--- src/rtl/ch8_add_sched.sv ---
// ch8_add_sched
// Round-robin scheduler that time-shares one external 8-lane signed adder
// (ch8_adder) among NREQ requesters. The granted requester's operands are
// muxed onto add_a/add_b, the adder's combinational sum (add_z) is registered
// together with the requester index, and returned over a valid/ready channel.
//
// State table:
//   state  | meaning
//   IDLE   | no response held; any valid request may be granted
//   HOLD   | response held (rsp_vld=1); a new grant only in a cycle with rsp_rdy=1
//
// Ports:
//   clk, rst          clock (rising edge), asynchronous active-high reset
//   req_vld/req_rdy   per-requester handshake (req_rdy one-hot or zero)
//   req_a/req_b       operands, requester i at [i*8*DW +: 8*DW]
//   add_a/add_b       to shared adder inputs (0 when no grant)
//   add_z             from shared adder output (combinational)
//   rsp_vld/rsp_rdy   response handshake
//   rsp_id/rsp_z      owning requester index and registered lane sums
//   sat_flag          per-lane overflow flags (only with CH8_ADD_SCHED_SAT_EN)
//   busy              high while a response is held
//
// Build option: define CH8_ADD_SCHED_SAT_EN to saturate overflowed lanes
// instead of returning the wrapped sum, and to add the sat_flag output.

module ch8_add_sched #(
    parameter int DW   = 8,
    parameter int NREQ = 4,
    parameter int IDW  = 2
) (
    input  logic                 clk,
    input  logic                 rst,
    input  logic [NREQ-1:0]      req_vld,
    output logic [NREQ-1:0]      req_rdy,
    input  logic [NREQ*8*DW-1:0] req_a,
    input  logic [NREQ*8*DW-1:0] req_b,
    output logic [8*DW-1:0]      add_a,
    output logic [8*DW-1:0]      add_b,
    input  logic [8*DW-1:0]      add_z,
    output logic                 rsp_vld,
    input  logic                 rsp_rdy,
    output logic [IDW-1:0]       rsp_id,
    output logic [8*DW-1:0]      rsp_z,
`ifdef CH8_ADD_SCHED_SAT_EN
    output logic [7:0]           sat_flag,
`endif
    output logic                 busy
);

    localparam int LW = 8 * DW;

    typedef enum logic {
        S_IDLE = 1'b0,
        S_HOLD = 1'b1
    } state_t;

    state_t         state;
    state_t         state_nxt;
    logic [IDW-1:0] ptr;
    logic [IDW-1:0] ptr_nxt;
    logic [IDW-1:0] gnt_idx;
    logic           gnt_vld;
    logic           grant_ok;
    int             arb_idx;
    logic [LW-1:0]  rsp_z_nxt;

    always_ff @(posedge clk or posedge rst) begin
        if (rst) begin
            state <= S_IDLE;
        end else begin
            state <= state_nxt;
        end
    end

    // Arbitration, next state and handshake outputs. Reset gates the grant so
    // req_rdy drops immediately while rst is high, even though state is IDLE.
    always_comb begin
        gnt_vld   = 1'b0;
        gnt_idx   = '0;
        arb_idx   = 0;
        req_rdy   = '0;
        add_a     = '0;
        add_b     = '0;
        state_nxt = state;
        grant_ok  = !rst && ((state == S_IDLE) || rsp_rdy);

        if (grant_ok) begin
            for (int k = 0; k < NREQ; k++) begin
                arb_idx = int'(ptr) + k;
                if (arb_idx >= NREQ) begin
                    arb_idx = arb_idx - NREQ;
                end
                if (!gnt_vld && req_vld[arb_idx]) begin
                    gnt_vld = 1'b1;
                    gnt_idx = IDW'(arb_idx);
                end
            end
        end

        if (gnt_vld) begin
            req_rdy[gnt_idx] = 1'b1;
            add_a            = req_a[int'(gnt_idx)*LW +: LW];
            add_b            = req_b[int'(gnt_idx)*LW +: LW];
            state_nxt        = S_HOLD;
        end else if (state == S_HOLD && rsp_rdy) begin
            state_nxt = S_IDLE;
        end
    end

    assign ptr_nxt = (gnt_idx == IDW'(NREQ - 1)) ? '0 : gnt_idx + 1'b1;
    assign rsp_vld = (state == S_HOLD);
    assign busy    = (state == S_HOLD);

`ifdef CH8_ADD_SCHED_SAT_EN
    logic [7:0] ovf;

    // Signed overflow: operands agree in sign and the sum disagrees. The
    // clamp direction follows the sign of a (equal to the sign of b here).
    always_comb begin
        ovf       = '0;
        rsp_z_nxt = add_z;
        for (int l = 0; l < 8; l++) begin
            ovf[l] = (add_a[l*DW+DW-1] == add_b[l*DW+DW-1]) &&
                     (add_z[l*DW+DW-1] != add_a[l*DW+DW-1]);
            if (ovf[l]) begin
                rsp_z_nxt[l*DW +: DW] = add_a[l*DW+DW-1] ? {1'b1, {(DW-1){1'b0}}}
                                                         : {1'b0, {(DW-1){1'b1}}};
            end
        end
    end

    always_ff @(posedge clk or posedge rst) begin
        if (rst) begin
            sat_flag <= '0;
        end else if (gnt_vld) begin
            sat_flag <= ovf;
        end
    end
`else
    assign rsp_z_nxt = add_z;
`endif

    always_ff @(posedge clk or posedge rst) begin
        if (rst) begin
            rsp_z  <= '0;
            rsp_id <= '0;
            ptr    <= '0;
        end else if (gnt_vld) begin
            rsp_z  <= rsp_z_nxt;
            rsp_id <= gnt_idx;
            ptr    <= ptr_nxt;
        end
    end

endmodule
--- config.mk ---
export PLATFORM = sky130hd
export DESIGN_NAME = ch8_add_sched
export DESIGN_NICKNAME = d
export VERILOG_FILES = /design/src/rtl/ch8_add_sched.sv
export SDC_FILE = /design/constraint.sdc
export NUM_CORES = 1
export LEC_CHECK = 0
export ABC_AREA = 1
export BUFFER_PORTS_ARGS = -buffer_cell sky130_fd_sc_hd__buf_2
export CAP_MARGIN = 10
export CORE_AREA = 2 2 306 308
export DETAILED_ROUTE_END_ITERATION = 8
export DIE_AREA = 0 0 308 310
export GPL_TIMING_DRIVEN = 0
export SLEW_MARGIN = 20
export SYNTH_ARGS = -nofsm -noshare
export SYNTH_HDL_FRONTEND = slang
export SYNTH_SLANG_ARGS = --single-unit
--- constraint.sdc ---
create_clock -name clk -period 5.25 [get_ports clk]
set_input_delay 0.525 -clock clk [delete_from_list [all_inputs] [get_ports clk]]
set_output_delay 0.525 -clock clk [all_outputs]
set_load 0.02 [all_outputs]
# Yosys cells after proc, flatten, opt, wreduce, memory -nomap -nowiden
# Cells that the tools add are included.
word_totals:
  register_bits: 69
  output_inout_bits: 200
  elab_cells: 79
classes:
  addsub: 8
  magnitude_cmp: 10
  n_eq_ne: 1
  shifts: 2
  mux: 41
  bitwise: 1
  reduce_logical: 12
op_table:
  columns: ["operator", "count"]
  rows:
  - ["$shiftx 256x9->64", 2]
  - ["$mux 32", 8]
  - ["$lt 32x4->1 const B", 4]
  - ["$mux 64", 2]
  - ["$mux 1", 19]
  - ["$mux 2", 6]
  - ["$sub 3x3->4 const B", 3]
  - ["$ge 3x3->1 const B", 3]
  - ["$bmux 1 s2", 4]
  - ["$add 2x2->3 const B", 2]
  - ["$logic_and 1x1->1", 6]
  - ["$logic_not 1->1", 4]
  - ["$mux 4", 1]
  - ["$sub 2x3->4 const B", 1]
  - ["$add 2x1->3 const B", 1]
  - ["$ge 2x3->1 const B", 1]
  - ["$lt 2x3->1 const B", 1]
  - ["$add 2x1->2 const B", 1]
  - ["$demux 1 s2", 1]
  - ["$eq 2x2->1 const B", 1]
  - ["$ge 2x1->1 const B", 1]
  - ["$reduce_bool 2->1", 1]
  - ["$logic_or 1x1->1", 1]
  - ["$not 1->1", 1]

# Depth between registers and ports, before layout
logic_depth:
  ltp_word: 26
  depth_mapped: 17
  ltp_nobuf: 14

# Worst setup path before layout
# Ideal clock, no wire load.
synth_path:
  path_kind: "input-to-output"
  start: "in req_vld[3]"
  end: "out req_rdy[2]"
  arrival_ns: 2.003
  required_time_ns: 4.725
  setup_slack_ns: 2.722
  stages: 14
  path_buffers: 2
  path_cell_list: "inv_1 nand2_1 nand3_1 nand2_1 nor2_2 nand3_1 nand2_1 inv_2 nand2_4 buf_6 buf_4 ha_1 inv_1 nor2_1"
synth_between:
  elab_chain_len: 22
synth_lines:
  columns: ["element", "line_no", "text"]
  rows:
  - ["from (decl)", "33", "input logic [NREQ-1:0] req_vld,"]
  - ["$bmux 1 s2", "93", "if (!gnt_vld && req_vld[arb_idx]) begin"]
  - ["$mux 1 (not written as such) (2 in a row)", "93", null]
  - ["$mux 1", "93", null]
  - ["$mux 1", "87", "if (grant_ok) begin"]
  - ["$logic_not 1->1", "93", null]
  - ["$logic_and 1x1->1", "93", null]
  - ["$mux 1", "93", null]
  - ["$mux 1", "87", null]
  - ["[... 5 more ...]", null, null]
  - ["$logic_and 1x1->1", "93", null]
  - ["$mux 2", "93", null]
  - ["$mux 2", "87", null]
  - ["$lt 2x3->1 (not written as such) / $ge 2x1->1 (equally long branches)", "101", "req_rdy[gnt_idx] = 1'b1;"]
  - ["$logic_and 1x1->1 (not written as such)", "101", null]
  - ["$mux 1 (not written as such)", "101", null]
  - ["$demux 1 s2", "101", null]
  - ["$mux 4 (*)", "100", "if (gnt_vld) begin"]
  - ["to (decl)", "34", "output logic [NREQ-1:0] req_rdy,"]
# Mark *: on every way between the ends. The rest lies on a longest branch, timed or not. The select of a mux whose other input is x is not followed.

# Worst setup path after layout
layout_path:
  start: "reg ptr[0]"
  end: "out add_a[62]"
layout_between:
  elab_chain_len: 22
layout_lines:
  columns: ["element", "line_no", "text"]
  rows:
  - ["from (decl)", "59", "logic [IDW-1:0] ptr;"]
  - ["from (signal assigned)", "151", "ptr <= ptr_nxt;"]
  - ["$sub 2x3->4 / $ge 2x3->1 (equally long branches)", "91, 90", null]
  - ["$mux 32", "90", "if (arb_idx >= NREQ) begin"]
  - ["$mux 32", "87", null]
  - ["$bmux 1 s2", "93", null]
  - ["$mux 1 (not written as such) (2 in a row)", "93", null]
  - ["$mux 1", "93", null]
  - ["$mux 1", "87", null]
  - ["$logic_not 1->1", "93", null]
  - ["[... 5 more ...]", null, null]
  - ["$mux 1", "93", null]
  - ["$mux 1", "87", null]
  - ["$logic_not 1->1", "93", null]
  - ["$logic_and 1x1->1", "93", null]
  - ["$mux 2", "93", null]
  - ["$mux 2", "87", null]
  - ["$shiftx 256x9->64", "102", "add_a = req_a[int'(gnt_idx)*LW +: LW];"]
  - ["$mux 64 (*)", "100", null]
  - ["to (decl)", "37", "output logic [8*DW-1:0] add_a,"]
# Marked as above.

==> flow_metrics.env <==
export IMPL_hold_viol=0
export IMPL_timing_hold_ws_ns=0.171
export IMPL_avgSynthCellArea_um2=5.04
export IMPL_yosys_warnings=0
export IMPL_crit_required_ns=4.72
export IMPL_grt_start_max_net_pins=43
export IMPL_finish_utilization=0.158
export IMPL_wl_mm=75.9
export IMPL_grt_util_all_layers=0.149
export IMPL_cts_buffers=9
export IMPL_core_um2=92500
export IMPL_maxCapViolations=0
export IMPL_cts_buffer_depth=2
export IMPL_finalNetCount=3145
export IMPL_initial_core_util=0.0961
export IMPL_via_per_inst=3.80
export IMPL_die_h_um=310
export IMPL_slew_headroom=0.313
export IMPL_cp_max_fo=11
export IMPL_avgRoutedWirePerCell_um=20.1
export IMPL_firstDrtPassIters=7
export IMPL_cts_tree="yes"
export IMPL_die_x_um=308
export IMPL_dpl_hpwl_mm=65.2
export IMPL_gp_congestion=0.921
export IMPL_grt_overflow=0
export IMPL_portBuffers=782
export IMPL_ys_types=21
export IMPL_worstSetupPathType="flip-flop to output port"
export IMPL_netlist_instances=1764
export IMPL_grt_antenna_before_repair=26
export IMPL_drc=0
export IMPL_grt_pass1_wl_mm=99.4
export IMPL_drt_iter0_drc=1120
export IMPL_cts_setup_buffers=0
export IMPL_p_leak_nw=9.69
export IMPL_ant_nets=0
export IMPL_rows=112
export IMPL_ctsResizeCount=0
export IMPL_period_share=0.785
export IMPL_critPathCaptureType="output port"
export IMPL_clock_sinks=69
export IMPL_area_growth_pct=64.9
export IMPL_wl_met1_mm=31.5
export IMPL_io_pin_count=783
export IMPL_tns_ns=0
export IMPL_max_vdd_ir_drop_mv=0.249
export IMPL_status="finished clean"
export IMPL_p_per_area_nw_per_um2=575
export IMPL_path_clk_slew_ns=0.07
export IMPL_cts_root_buf="clkbuf_16"
export IMPL_grt_pass1_vias=13300
export IMPL_fmax_mhz=243
export IMPL_synthesis_area_um2=8880
export IMPL_setup_viol_count_final=0
export IMPL_die_area_um2=95500
export IMPL_drive_gt1_frac=0.364
export IMPL_cp_start_kind="flip-flop"
export IMPL_rsz0062_at_grt="no"
export IMPL_highest_layer="met5"
export IMPL_fill_cells=11100
export IMPL_worstMarginPinSlew_ns=1.03
export IMPL_wl_met3_mm=6.60
export IMPL_hp_class="input port to asynchronous set/reset pin"
export IMPL_vias=14300
export IMPL_reg2reg_slack_ns=2.41
export IMPL_cts_hold_buf=0
export IMPL_ys_seq_area_frac=0.194
export IMPL_fin_worst_skew_ns=0.0137
export IMPL_synthesis_nets=2351
export IMPL_slew_violations=0
export IMPL_ys_seq_elements=69
export IMPL_wl_met2_mm=35.5
export IMPL_clk_insertion_delay_late_ns=0.34
export IMPL_critPathArrivalTime_ns=3.60
export IMPL_htreeDepth=3
export IMPL_min_period_ns=4.12
[worst max-delay path: stages (launching register included)]
cell,delay [ns]
dfrtp_1,0.38
buf_6,0.14
inv_4,0.10
nand2_1,0.07
nand2_2,0.10
nand2_1,0.07
nand2_1,0.07
nor2_2,0.05
nand3_1,0.06
nand2_1,0.10
inv_2,0.23
buf_2,0.61
buf_2,0.52
nand3_1,0.12
nand2_1,0.09
nand2_1,0.05
nand2_1,0.08
buf_2,0.32
[path summary, 6_finish.rpt]
path,cells after the start,start,end
worst max-delay path,17,ptr[0],add_a[62]
worst min-delay path,2,rst,rsp_z[32]
worst max register to register,16,ptr[0],ptr[1]
worst min register to register,2,rsp_z[62],rsp_z[62]
max in group asynchronous,3,rst,rsp_z[4]
min in group clk,3,add_z[33],rsp_z[33]
[placed cells by master, fill, tap and decap left out, drive strengths merged]
cell type,count
a21oi,2
buf,905
bufinv,1
clkbuf,17
clkinv,1
clkinvlp,2
dfrtp,69
diode,9
ha,4
inv,277
nand2,879
nand3,392
nor2,10
o21ai,4
[synthesized netlist by cell type, drive strengths merged]
master    n  area (um2)
nand2   879        3310
nand3   392        1970
inv     275        1030
buf     122         688
dfrtp    69        1730
nor2     10        40.0
clkbuf    7        26.3
ha        4        50.1
o21ai     4        23.8
a21oi     2        13.8
[cell type report]
| cell class | instances | area [um2] | area share |
|---|---|---|---|
| Multi-Input combinational cell | 1291 | 5410 | 0.369 |
| Timing Repair Buffer | 783 | 3940 | 0.269 |
| Sequential cell | 69 | 1730 | 0.118 |
| Tap cell | 1197 | 1500 | 0.102 |
| Inverter | 275 | 1040 | 0.0708 |
| Buffer | 129 | 714 | 0.0488 |
| Clock buffer | 10 | 229 | 0.0156 |
| Clock inverter | 6 | 71.3 | 0.00487 |
| Antenna cell | 9 | 22.5 | 0.00154 |
[per-layer routing]
layer  track usage  vias up
met4        0.0404       10
met3        0.0379      104
met2         0.254      787
li1              -     6908
met1         0.185     6532
met5             0        -
[stage by stage]
step	power [mW]	cells	setup slack, ns	area [um2]
2_1_floorplan	4.74	1764	2.72	8880
3_3_place_gp	7.88	3743	1.29	14300
3_5_place_dp	7.91	3744	1.30	14300
4_1_cts	8.58	3760	1.00	14600
5_1_grt	9.12	3761	0.834	14600
6_report	8.43	3769	1.13	14600
[report_power, final]
group / switching, mW / internal, mW / total, mW
clock: 0.263 / 0.373 / 0.636
combinational: 5.09 / 1.82 / 6.90
sequential: 0.124 / 0.763 / 0.887
[flip-flops by register name, summed over array words and instances, names as in the netlist]
name	count
busy	1
ptr	2
rsp_id	2
rsp_z	64
[kinds of logic after synthesis]
family          count (synthesis)  share of synthesized area
simple gates                 1281                      0.599
flops                          69                      0.194
buf+inv                       404                      0.197
compound gates                  6                    0.00422
fa+ha+maj                       4                    0.00563
(Power assumes the default switching activity.)
